$ cat src/rtl/cpu_boot_loader.sv
// Boot loader: accepts a framed program (length, payload, checksum), writes it into
// instruction memory, reads it back to verify the checksum, then enables the CPU.
module cpu_boot_loader #(
    parameter int IMEM_WORDS = 512,
    parameter int ADDR_STEP  = 4
) (
    input  logic        clk,
    input  logic        arst_n,
    input  logic        start,
    input  logic        s_valid,
    input  logic [31:0] s_data,
    output logic        s_ready,
    output logic [63:0] addr_ext,
    output logic        wen_ext,
    output logic        ren_ext,
    output logic [31:0] wdata_ext,
    input  logic [31:0] rdata_ext,
    output logic        cpu_enable,
    output logic        busy,
    output logic        done,
    output logic        error,
    output logic [1:0]  err_code
);
    // Wide enough to hold IMEM_WORDS itself, so a full-depth image needs no wrap.
    localparam int IDX_W = $clog2(IMEM_WORDS + 1);

    typedef enum logic [2:0] {IDLE, HDR, LOAD, TRAIL, VERIFY, CMP, RUN, ERR} state_t;

    state_t           state, state_n;
    logic [IDX_W-1:0] len, len_n;
    logic [IDX_W-1:0] idx, idx_n;
    logic [31:0]      ssum, ssum_n;
    logic [31:0]      rsum, rsum_n;
    logic [31:0]      csum, csum_n;
    logic [31:0]      rsum_acc;
    logic             wr_pend, wr_pend_n;
    logic             rd_pend;
    logic [63:0]      addr_n;
    logic             wen_n, ren_n;
    logic [31:0]      wdata_n;
    logic [1:0]       err_code_n;
    logic             beat;

    // The only combinational output: blocks the beat following a payload word.
    assign s_ready = (state == HDR) || (state == TRAIL) || (state == LOAD && !wr_pend);
    assign beat    = s_valid && s_ready;

    always_comb begin
        // NOTE: every variable gets a default before the case so no latch is inferred.
        state_n    = state;
        len_n      = len;
        idx_n      = idx;
        ssum_n     = ssum;
        rsum_n     = rsum;
        csum_n     = csum;
        wr_pend_n  = 1'b0;
        wen_n      = 1'b0;
        ren_n      = 1'b0;
        addr_n     = '0;
        wdata_n    = '0;
        err_code_n = err_code;
        rsum_acc   = rsum + (rd_pend ? rdata_ext : 32'd0);

        case (state)
            IDLE, ERR: begin
                if (start) begin
                    state_n    = HDR;
                    err_code_n = 2'd0;
                end
            end
            HDR: begin
                if (beat) begin
                    if (s_data == 32'd0 || s_data > 32'(IMEM_WORDS)) begin
                        state_n    = ERR;
                        err_code_n = 2'd1;
                    end else begin
                        len_n   = s_data[IDX_W-1:0];
                        idx_n   = '0;
                        ssum_n  = '0;
                        state_n = LOAD;
                    end
                end
            end
            LOAD: begin
                if (wr_pend) begin
                    idx_n = idx + IDX_W'(1);
                    if (idx == len - IDX_W'(1)) state_n = TRAIL;
                end else if (beat) begin
                    ssum_n    = ssum + s_data;
                    wr_pend_n = 1'b1;
                    wen_n     = 1'b1;
                    addr_n    = 64'(idx) * 64'(ADDR_STEP);
                    wdata_n   = s_data;
                end
            end
            TRAIL: begin
                if (beat) begin
                    if (s_data != ssum) begin
                        state_n    = ERR;
                        err_code_n = 2'd2;
                    end else begin
                        csum_n  = s_data;
                        rsum_n  = '0;
                        ren_n   = 1'b1;
                        idx_n   = IDX_W'(1);
                        state_n = VERIFY;
                    end
                end
            end
            VERIFY: begin
                // idx counts reads already issued, including the one on the port now.
                rsum_n = rsum_acc;
                if (idx == len) begin
                    state_n = CMP;
                end else begin
                    ren_n  = 1'b1;
                    addr_n = 64'(idx) * 64'(ADDR_STEP);
                    idx_n  = idx + IDX_W'(1);
                end
            end
            CMP: begin
                rsum_n = rsum_acc;
                if (rsum_acc == csum) begin
                    state_n = RUN;
                end else begin
                    state_n    = ERR;
                    err_code_n = 2'd3;
                end
            end
            RUN:     state_n = RUN;
            default: state_n = IDLE;
        endcase
    end

    always_ff @(posedge clk or negedge arst_n) begin
        if (!arst_n) begin
            state      <= IDLE;
            len        <= '0;
            idx        <= '0;
            ssum       <= '0;
            rsum       <= '0;
            csum       <= '0;
            wr_pend    <= 1'b0;
            rd_pend    <= 1'b0;
            addr_ext   <= '0;
            wen_ext    <= 1'b0;
            ren_ext    <= 1'b0;
            wdata_ext  <= '0;
            err_code   <= '0;
            cpu_enable <= 1'b0;
            busy       <= 1'b0;
            done       <= 1'b0;
            error      <= 1'b0;
        end else begin
            // NOTE: sequential state uses non-blocking assignments so all registers
            // update together from the values of the previous cycle.
            state      <= state_n;
            len        <= len_n;
            idx        <= idx_n;
            ssum       <= ssum_n;
            rsum       <= rsum_n;
            csum       <= csum_n;
            wr_pend    <= wr_pend_n;
            rd_pend    <= ren_ext;
            addr_ext   <= addr_n;
            wen_ext    <= wen_n;
            ren_ext    <= ren_n;
            wdata_ext  <= wdata_n;
            err_code   <= err_code_n;
            cpu_enable <= (state_n == RUN);
            done       <= (state_n == RUN);
            error      <= (state_n == ERR);
            busy       <= state_n inside {HDR, LOAD, TRAIL, VERIFY, CMP};
        end
    end
endmodule
$ cat config.mk
export PLATFORM = sky130hd
export DESIGN_NAME = cpu_boot_loader
export DESIGN_NICKNAME = d
export VERILOG_FILES = /design/src/rtl/cpu_boot_loader.sv
export SDC_FILE = /design/constraint.sdc
export NUM_CORES = 1
export LEC_CHECK = 0
export BUFFER_PORTS_ARGS = -buffer_cell sky130_fd_sc_hd__clkbuf_2
export CAP_MARGIN = 20
export CORE_MARGIN = 2
export CORE_UTILIZATION = 60
export CTS_BUF_LIST = sky130_fd_sc_hd__clkbuf_8
export DETAILED_ROUTE_END_ITERATION = 7
export GPL_TIMING_DRIVEN = 0
export PLACE_DENSITY = 0.95
export SYNTH_ARGS = -nofsm -noshare
export SYNTH_HDL_FRONTEND = slang
export SYNTH_SLANG_ARGS = --single-unit
$ cat constraint.sdc
create_clock -name clk -period 9.6 [get_ports clk]
set_input_delay 0.48 -clock clk [delete_from_list [all_inputs] [get_ports clk]]
set_output_delay 0.48 -clock clk [all_outputs]
set_load 0.01 [all_outputs]
==> results of run 1 <==
## logic make-up (layout without fill, tap and decap cells)
| group | Yosys count | in the layout |
|---|---|---|
| adders and majority gates | 66 | 66 |
| AOI/OAI and AO/OA | 326 | 326 |
| muxes | 47 | 47 |
| other | 1 | 54 |
| and+or+nand+nor | 471 | 471 |
| DFF | 169 | 169 |
| buffers and inverters | 153 | 304 |
| xor gates and xnor gates | 95 | 95 |
## state kept, by name, summed over array words and instances (netlist names)
signal,cells
ren_ext,1
rd_pend,1
done,1
wdata_ext,32
ssum,32
error,1
wr_pend,1
state,3
err_code,2
csum,32
rsum,32
busy,1
idx,10
addr_ext,10
len,10
## metrics by stage
step | cells | worst slack [ns] | util [%] | power [mW] | hold slack, ns
2_1_floorplan | 1381 | 6.12 | - | 2.08 | 0.184
3_3_place_gp | 1763 | 5.06 | 66.8 | 2.42 | 0.358
3_5_place_dp | 1764 | 5.07 | 67.0 | 2.48 | 0.367
4_1_cts | 1797 | 4.99 | 69.3 | 3.06 | 0.277
5_1_grt | 1797 | 4.59 | 69.3 | 3.29 | 0.281
6_report | 1797 | 4.93 | 69.3 | 3.10 | 0.284
## report_power, final
| part | internal (mW) | leakage (nW) | switching [mW] |
|---|---|---|---|
| Clock | 0.254 | 0.224 | 0.313 |
| Sequential | 0.853 | 2.27 | 0.0923 |
| Combinational | 0.608 | 4.26 | 0.974 |
| Total | 1.72 | 6.76 | 1.38 |
## worst max-delay path, stage by stage (launching register included)
cell and delay (ns):
dfrtp_1 0.63, clkbuf_1 0.34, nand2_1 0.16, inv_1 0.09
ha_1 0.23, a211oi_2 0.32, o21ai_2 0.16, o21ai_0 0.34
nor2b_1 0.33, nor3_1 0.08, a2111oi_0 0.50, nand4_1 0.21
nor4_2 0.43, nand4_1 0.27, nor4_2 0.30, a22oi_1 0.15
## cells in the final DEF, fill, tap and decap left out, types with 6 or more instances in the layout
cell type  synthesis  routed
a211oi_1           9       9
a21o_1            27      27
a21oi_1           66      66
a31oi_1           13      13
and2_1            68      68
and3_1            10      10
buf_2              9       9
buf_4             61      61
clkbuf_1          43      43
clkbuf_2           1     117
clkbuf_8           0      19
conb_1             1      54
dfrtp_1          169     169
ha_1              64      64
inv_1             35      35
mux2_2            45      45
nand2_1          126     126
nand2b_1          21      21
nand3_1           59      59
nand4_1           18      18
nor2_1            71      71
nor2b_1           18      18
nor3_1            23      23
nor4_1            24      24
o21a_1            10      10
o21ai_0           91      91
o21bai_1           6       6
o22ai_1           14      14
o31ai_1           22      22
or2_2              7       7
xnor2_1           50      50
xor2_1            41      41
## how the worst min path moves through the flow
stage                      start                 endpoint  cells past startpoint  slack, ns
6_report              s_data[28]  wdata_ext[28]$_DFF_PN0_                      2       0.28
5_1_grt               s_data[28]  wdata_ext[28]$_DFF_PN0_                      2       0.28
4_1_cts               s_data[28]  wdata_ext[28]$_DFF_PN0_                      2       0.28
3_5_place_dp   ren_ext$_DFF_PN0_        rd_pend$_DFF_PN0_                      0       0.37
3_3_place_gp   ren_ext$_DFF_PN0_        rd_pend$_DFF_PN0_                      0       0.36
2_1_floorplan             arst_n   addr_ext[10]$_DFF_PN0_                      0       0.18
## area by class of cell
class / instances / area [um^2]
inverters: 35 / 131
fillers: 1518 / 5970
repair buffers: 119 / 632
multi-input cells: 1059 / 7040
flip-flops and latches: 169 / 4230
clock inverters: 14 / 200
plain buffers: 118 / 684
clock buffers: 18 / 248
well taps: 265 / 332
## timing repair
action,CTS,global route
setup endpoints to repair,0,0
hold buffers,1,0
hold endpoints to repair,19,0
## layer usage
metal  up-vias  GRT usage, %  share of wire [%]
met1      5354          43.0                 40
met2       596          53.7                 47
met4         0          17.3                5.3
met3       161          6.45                7.8
li1       5033             -                  -
met5         -             0                  0
==> summary.md, run 1 <==
| Metric | Value |
|---|---|
| Worst skew pair latency | 0.49 ns |
| Worst hold path class | in -> reg |
| Compound-gate portion of the synthesized area | 18.1% |
| Ratio of cells with drive above 1 in the final layout | 19.3% |
| Clock root cell | clkbuf_8 |
| CTS tree | yes |
| Initial antenna violation count | 0 |
| Max_cap viols | 0 |
| Critical path arrival | 5.03 ns |
| Final wirelength | 34900 um |
| Synth Flop Type | dfrtp_1 |
| TritonCTS buffer count | 17 |
| Drt drc | 1 |
| Initial Utilization | 61.1% |
| Diode count | 0 |
| Pin count of the biggest net entering global routing | 108 |
| Antenna viol nets, final | 0 |
| Post_cts resized | 0 |
| Most frequent cell after synthesis | dfrtp_1 |
| Fin. Hold Viols | 0 |
| Cells after Synth | 1328 |
| Post-synth EDFFs | 0 |
| Setup CP Type | reg -> reg |
| Placed cell areas | 13000 um^2 |
| Adder-Cell Fraction of Synth Area | 7.07% |
| Final GP Congestion | 0.972 |
| Worst setup path end | err_code[1]$_DFFE_PN0P_ |
| Startpoint Class | flop |
| Post-CTS setup buffers | 0 |
| Post-synthesis instance area | 11900 um^2 |
| Worst slew margin relative to its limit | 42.1% |
| Port Buf Inserts | 117 |
| Via count | 11144 |
| Die width | 145 um |
| Core area | 19500 um^2 |
| Clk_skew | 0.0151 ns |
| Final Slew Violations | 0 |
| First-pass GRT wire length | 53900 um |
| Largest cells by area after synthesis | dfrtp_1, ha_1, mux2_2 |
| # H-tree levels | 4 |
| R2R depth | 15 |
| Maximum clock rate | 214 MHz |
| Area grow syn2layout | 13.5% |
| LEAKAGE | 6.76 nW |
| Worst endpoint required time | 9.97 ns |
| Die footprint | 21000 um^2 |
| Setup TNS | 0 ns |
| Async set-or-reset flop fraction in the synthesized netlist | 100% |
| CP endpoint kind | flop |
| Seq/Total Area, Yosys | 35.6% |
| Vias in the first global route | 10217 |
| Row count | 51 |
| Synth cell types | 87 |
| R2r startpoint | rd_pend$_DFF_PN0_ |
| Multiplexer area fraction after synthesis | 4.43% |
| Reg-to-reg endpoint | err_code[1]$_DFFE_PN0P_ |
| Yosys warning count | 0 |
| Synthesized area per cell | 8.95 um^2 |
| Area leader, netlist | dfrtp_1 |
| XOR/XNOR share of the synthesized area | 7.47% |
| Synth top area share | 35.6% |
| Longest Clk Path Bufs | 2 |
| Worst Tran Pin Value | 0.861 ns |
| Vert. Die Dim | 145 um |
| Setup slack, reg-to-reg | 4.93 ns |
| Simple-Gate Fraction of Synth Area | 20.5% |
| First drt pass iteration count | 8 |
| Total clock sinks | 169 |
| Setup-failing EPs final | 0 |
| Fin crit period | 4.67 ns |
| Power per cell area | 229 nW/um^2 |
| WL/cell | 19.4 um |
| Post-layout instance area | 13500 um^2 |
| RSZ-0062 raised after global routing | false |
| Total grt overflow | 0 |
| Top Ports | 173 |
| Outcome | complete, but fails checks |
| Largest family of logic cells by synthesized area | simple AND/OR/NAND/NOR gates |
| Top cells by count, synth | dfrtp_1, nand2_1, o21ai_0, nor2_1, and2_1 |
| Crit. Startpoint | rd_pend$_DFF_PN0_ |
| Detailed placement HPWL | 26300 um |
| Register bit total from synthesis | 169 |
| Nets | 1653 |
| Final Cycle Share | 48.6% |
| Overall Global Routing Usage | 33.4% |
| Via density | 6.20 |
| Initial DRC count | 1030 |
| Clock slew at reported path FFs | 0.10 ns |
| Critical-path maximum fanout | 10 |
| Violated checks | design-rule violations |
| Max rail drop VDD | 115 uV |
No activity file was read; power rests on OpenSTA's default activity.
==> run 2: changes to the inputs <==
Settings changed: ABC_AREA set to 1, CORE_UTILIZATION 60 to 55, PLACE_DENSITY 0.95 to 0.92.
Clock period 9.6 ns to 4.1 ns, I/O delays scaled along.
==> run 2 against run 1 <==
The run now ends clean. Setup slack got worse by 4.7 ns. Clock power increased by 140%. Clock skew increased by 0.015 ns. Die area increased by 16%. Combinational power increased by 110%. Synthesized cell count increased by 42%. Sequential cell count unchanged. Sequential power increased by 130%. Worst hold slack got worse by 0.28 ns. Final cell count increased by 33%. Critical endpoint is now err_code[0]$_DFFE_PN0P_. Largest power group unchanged.
==> summary.md, run 2 <==
| Metric | Value |
|---|---|
| Ratio of cells with drive above 1 in the final layout | 13.4% |
| Cells after Synth | 1887 |
| Top cells by count, synth | nand2_1, inv_1, nand3_1, dfrtp_1, nor2_1 |
| Top Ports | 173 |
| Worst endpoint required time | 4.47 ns |
| LEAKAGE | 8.23 nW |
| Seq/Total Area, Yosys | 33.2% |
| Startpoint Class | flop |
| Die width | 156 um |
| Row count | 55 |
| Detailed placement HPWL | 30900 um |
| Final GP Congestion | 1.03 |
| Vias in the first global route | 12316 |
| Async set-or-reset flop fraction in the synthesized netlist | 100% |
| Synthesized area per cell | 6.74 um^2 |
| Overall Global Routing Usage | 32.2% |
| Most frequent cells in the layout | nand2_1, inv_1, nand3_1 |
| Initial Utilization | 56.0% |
| Longest Clk Path Bufs | 2 |
| Clock slew at reported path FFs | 0.11 ns |
| Outcome | finished clean |
| Initial antenna violation count | 0 |
| Worst hold path class | in -> reg |
| Synth top area share | 33.2% |
| Worst skew pair latency | 0.50 ns |
| First-pass GRT wire length | 61700 um |
| Total clock sinks | 169 |
| Area grow syn2layout | 13.5% |
| Most frequent cell after synthesis | nand2_1 |
| Vert. Die Dim | 156 um |
| Final wirelength | 39000 um |
| Worst slew margin relative to its limit | 46.0% |
| Placed cell areas | 13900 um^2 |
| Final Cycle Share | 93.1% |
| Reg area | 4230 um^2 |
| Area of the multi-input gates | 6960 um^2 |
| Power per cell area | 473 nW/um^2 |
| Design Power | 6.83 mW |
| Yosys warning count | 0 |
| Critical-path maximum fanout | 10 |
| Post-CTS setup buffers | 0 |
| Pin count of the biggest net entering global routing | 113 |
| Initial DRC count | 1232 |
| Area leader, netlist | dfrtp_1 |
| Register bit total from synthesis | 169 |
| WL/cell | 16.4 um |
| Critical path arrival | 4.19 ns |
| Drt drc | 0 |
| Post-synth EDFFs | 0 |
| Max_cap viols | 0 |
| Max rail drop VDD | 319 uV |
| Core area | 22700 um^2 |
| Largest cells by area after synthesis | dfrtp_1, nand2_1, inv_1 |
| CP endpoint kind | flop |
| Total grt overflow | 0 |
| Post-synthesis instance area | 12700 um^2 |
| Diode count | 0 |
| Fin crit period | 3.82 ns |
| Setup-failing EPs final | 0 |
| Setup CP Type | reg -> reg |
| Antenna viol nets, final | 0 |
| # H-tree levels | 4 |
| Fin. Hold Viols | 0 |
| CTS tree | yes |
| Most common cell after layout, fill and taps aside | nand2_1 |
| Synth Flop Type | dfrtp_1 |
| Fillers | 2084 |
| Worst Tran Pin Value | 0.809 ns |
| Final Slew Violations | 0 |
| Hold depth | 3 |
| Maximum clock rate | 262 MHz |
| Clk_skew | 0.0298 ns |
| Hold Worst Slack | 0.000510 ns |
| R2R depth | 24 |
| Nets | 2220 |
| Port Buf Inserts | 118 |
| TritonCTS buffer count | 17 |
| Synth cell types | 50 |
| Die footprint | 24400 um^2 |
| Post-layout instance area | 14400 um^2 |
| Clock root cell | clkbuf_8 |
| Via density | 5.48 |
| First drt pass iteration count | 5 |
| Via count | 13057 |
| RSZ-0062 raised after global routing | false |
## run 2: changes by cell type in the layout (fill, tap and decap cells not counted), moves of 20 or more
cell	change
xor2_1	-26
nor2_1	+87
nand3_1	+111
clkbuf_1	-20
nand2b_1	-21
and2_1	-64
mux2_2	-45
nand2_1	+401
xnor2_1	-34
inv_1	+262
a21o_1	-25
## run 2: area by class of cell
type	instances	share of cell area (%)
plain buffers	93	3.98
clock buffers	17	1.62
clock inverters	15	1.53
inverters	309	8.03
multi-input cells	1369	48.2
flip-flops and latches	169	29.3
well taps	285	2.47
repair buffers	127	4.89
## run 2: final timing paths
check	to	slack, ns	from
max in group asynchronous	ssum[7]$_DFFE_PN0P_	2.87	arst_n
setup / recovery	err_code[0]$_DFFE_PN0P_	0.28	rd_pend$_DFF_PN0_
hold / removal	wdata_ext[14]$_DFF_PN0_	0.0005	s_data[14]
min in group asynchronous	rsum[10]$_DFFE_PN0P_	0.25	arst_n
setup reg to reg	err_code[0]$_DFFE_PN0P_	0.28	rd_pend$_DFF_PN0_
hold reg to reg	rd_pend$_DFF_PN0_	0.39	ren_ext$_DFF_PN0_
## run 2: critical path, stage by stage (launching register included)
cell and delay [ns]:
dfrtp_2 0.53, clkbuf_2 0.35, nand2_1 0.10, inv_1 0.08, ha_1 0.21, inv_1 0.07, fa_1 0.38, inv_1 0.15
nand3_1 0.12, nand2_1 0.18, nand2_1 0.09, nand2_2 0.15, nand2_1 0.10, nand3b_1 0.11, nand2_1 0.07, nand2_1 0.05
nand2_1 0.12, nor2_1 0.11, nand2_1 0.12, nor2_1 0.13, nand3_1 0.08, nor2_1 0.14, nand3_2 0.12, nand3_1 0.09
nand2_1 0.06
## run 2: stage by stage
step	utilization [%]	setup slack, ns	std cells	TNS (ns)
final	63.6	0.283	2384	0
after CTS	63.5	0.0248	2382	0
after global routing	63.6	0.0933	2384	0
after global placement	61.1	-0.216	2343	-32.12
after floorplan	-	1.26	1940	0
after detailed placement	61.2	0.0707	2344	0
## run 2: power breakdown
group | internal [mW] | switching (mW)
Clock | 0.501 | 0.840
Sequential | 1.97 | 0.198
Combinational | 1.11 | 2.21
## run 2: timing repair
item                                   in CTS  in global routing
hold buffers                                6                  2
endpoints found under the hold margin      62                  2
setup endpoints to repair                   0                  5
resized for setup                           0                  3
## run 2: layer usage
| metal | GRT usage (%) | routed length (um) | vias up |
|---|---|---|---|
| li1 | - | - | 6305 |
| met1 | 41.8 | 15700 | 6009 |
| met2 | 54.3 | 18500 | 627 |
| met3 | 4.72 | 3150 | 116 |
| met4 | 12.8 | 1620 | 0 |
| met5 | 0 | 0 | - |
## run 2: cells by family (layout without fill, tap and decap cells)
family / count (synthesis) / after routing / synth area share [%]
AOI/OAI and AO/OA: 235 / 235 / 10.1
xor gates and xnor gates: 37 / 37 / 3.20
adders and majority gates: 66 / 66 / 6.61
buffers and inverters: 402 / 561 / 13.6
DFF: 169 / 169 / 33.2
other: 1 / 54 / 0.0295
and+or+nand+nor: 977 / 977 / 33.2
==> run 3: changes to the inputs <==
--- a/config.mk
+++ b/config.mk
@@ -16,2 +16,4 @@
 export PLACE_DENSITY = 0.92
+export RECOVER_POWER = 50
+export SLEW_MARGIN = 20
 export SYNTH_ARGS = -nofsm -noshare
--- a/constraint.sdc
+++ b/constraint.sdc
@@ -3,2 +3,2 @@
 set_output_delay 0.205 -clock clk [all_outputs]
-set_load 0.01 [all_outputs]
+set_load 0.02 [all_outputs]
==> run 3 against run 2 <==
The flow now finishes with violations (max-capacitance violations, max-slew violations). Design area decreased by 0.81%. Critical path depth unchanged. Maximum frequency fell by 0.61%. Die area did not move. First-iteration DRC count shrank 15%.
==> summary.md, run 3 (same netlist as run 2, synthesis figures left out) <==
| Metric | Value |
|---|---|
| Outcome | complete, but fails checks |
| Violated checks | max-capacitance violations, max-slew violations |
| Overall Global Routing Usage | 32.1% |
| Initial antenna violation count | 0 |
| Setup slack, reg-to-reg | 0.26 ns |
| Worst Tran Pin Value | 2.12 ns |
| Design Power | 6.85 mW |
| Most common cell after layout, fill and taps aside | nand2_1 |
| CP max stage cell | dfrtp_2 |
| Fin. Hold Viols | 0 |
| Final Cycle Share | 93.7% |
| First-pass GRT wire length | 61500 um |
| Power per cell area | 478 nW/um^2 |
| Die width | 156 um |
| Worst endpoint required time | 4.47 ns |
| Flop pwr share | 31.6% |
| R2r startpoint | rd_pend$_DFF_PN0_ |
| Ratio of cells with drive above 1 in the final layout | 11.0% |
| Max rail drop VDD | 374 uV |
| Initial Utilization | 56.0% |
| Pin count of the biggest net entering global routing | 90 |
| R2R depth | 24 |
| Fin crit period | 3.84 ns |
| Antenna viol nets, final | 0 |
| Final WS setup | 0.260 ns |
| Nets | 2218 |
| Top Ports | 173 |
| Drt drc | 0 |
| Area grow syn2layout | 12.6% |
| Hold endpoint | wdata_ext[14]$_DFF_PN0_ |
| Post-CTS setup buffers | 0 |
| Total clock sinks | 169 |
| HP Start | s_data[14] |
| CP peak stage delay | 0.53 ns |
| CP endpoint kind | flop |
| Detailed placement HPWL | 30900 um |
| Final Slew Violations | 82 |
| Int Pwr | 3.56 mW |
| TritonCTS buffer count | 17 |
| Worst slew margin relative to its limit | -41.1% |
| Row count | 55 |
| # H-tree levels | 4 |
| Logic pwr share | 49.2% |
| Clock share of power | 19.1% |
| Vias in the first global route | 12369 |
| Max_cap viols | 1 |
| Crit path cell chain | clkbuf_2, nand2_1, inv_1, ha_1, inv_1, fa_1, inv_1, nand3_1, nand2_1, nand2_1, nand2_2, nand2_1, nand3b_1, nand2_1, nand2_1, nand2_1, nor2_1, nand2_1, nor2_1, nand3_1, nor2_1, nand3_2, nand3_1, nand2_1 |
| Initial DRC count | 1048 |
| Via count | 13047 |
| Final wirelength | 38700 um |
| WL/cell | 16.2 um |
| Longest Clk Path Bufs | 2 |
| Sw frac | 48.0% |
| Worst skew pair latency | 0.49 ns |
| Critical-path maximum fanout | 10 |
| Clock root cell | clkbuf_8 |
| Reg-to-reg endpoint | err_code[0]$_DFFE_PN0P_ |
| Clock slew at reported path FFs | 0.11 ns |
| Clk_skew | 0.0238 ns |
| Via density | 5.48 |
| Hold depth | 3 |
| CP most frequent cell | nand2_1 |
| LEAKAGE | 8.04 nW |
| Diode count | 0 |
| Die footprint | 24400 um^2 |
| Worst hold path class | in -> reg |
| Layout Cells excl Fill | 2382 |
| Startpoint Class | flop |
| Worst slack, placed | 0.0632 ns |
| Setup-failing EPs final | 0 |
| Setup CP Type | reg -> reg |
| Total grt overflow | 0 |
| Maximum clock rate | 260 MHz |
| Core area | 22700 um^2 |
| Sw Pwr | 3.29 mW |
| Final GP Congestion | 1.03 |
| RSZ-0062 raised after global routing | false |
| Vert. Die Dim | 156 um |
| Placed cell count | 2344 |
| Util after Layout | 63.1% |
| CTS tree | yes |
| Critical path arrival | 4.21 ns |
| First drt pass iteration count | 8 |
| Port Buf Inserts | 118 |
| Hold Worst Slack | 0.00450 ns |
| Most frequent cells in the layout | nand2_1, inv_1, nand3_1 |
run 3: power by group through the flow:
stage	sequential (mW)	clock, mW	combinational, mW
after detailed placement	2.20	0	3.29
after global placement	2.18	0	3.18
after global routing	2.20	1.38	3.74
final	2.17	1.31	3.37
after CTS	2.16	1.31	3.32
after floorplan	2.21	0	2.36
run 3: timing repair:
action,in CTS,in global routing
endpoints found under the hold margin,84,1
resized for setup,1,1
gates cloned,0,0
endpoints found under the setup margin,2,2
hold buffers,5,1
run 3: worst max path at each step:
stage / startpoint / end
6_report: rd_pend$_DFF_PN0_ / err_code[0]$_DFFE_PN0P_
4_1_cts: rd_pend$_DFF_PN0_ / err_code[0]$_DFFE_PN0P_
2_1_floorplan: rd_pend$_DFF_PN0_ / err_code[0]$_DFFE_PN0P_
3_5_place_dp: rd_pend$_DFF_PN0_ / err_code[0]$_DFFE_PN0P_
5_1_grt: rd_pend$_DFF_PN0_ / err_code[0]$_DFFE_PN0P_
3_3_place_gp: arst_n / addr_ext[3]$_DFF_PN0_
run 3: area by class of cell:
type,count,area (um^2)
sequential,169,4230
buffer,93,576
clock inverter,15,216
clock buffer,17,234
inverter,309,1160
multi-input combinational,1369,6960
tap,285,357
fill,2134,8380
timing repair buffer,125,596
run 3: worst max-delay path: cells and delay by family, from the launching register on:
family / cells / cell delay (ns)
buffers and inverters: 4 / 0.65
adders and majority gates: 2 / 0.58
and+or+nand+nor: 18 / 1.98
DFF: 1 / 0.53
run 3: through the flow:
step	TNS (ns)	instance area, um^2
floorplan	0	12900
global placement	-32.12	13900
detailed placement	0	13900
CTS	0	14400
global route	0	14300
finish	0	14300
run 3: per-layer routing:
layer	share of wire, %	GRT usage (%)	up-vias	wire length [um]
li1	-	-	6299	-
met1	41	41.9	6021	15900
met2	47	53.0	591	18000
met3	7.4	4.17	136	2860
met4	5.0	15.1	0	1930
met5	0	0	-	0
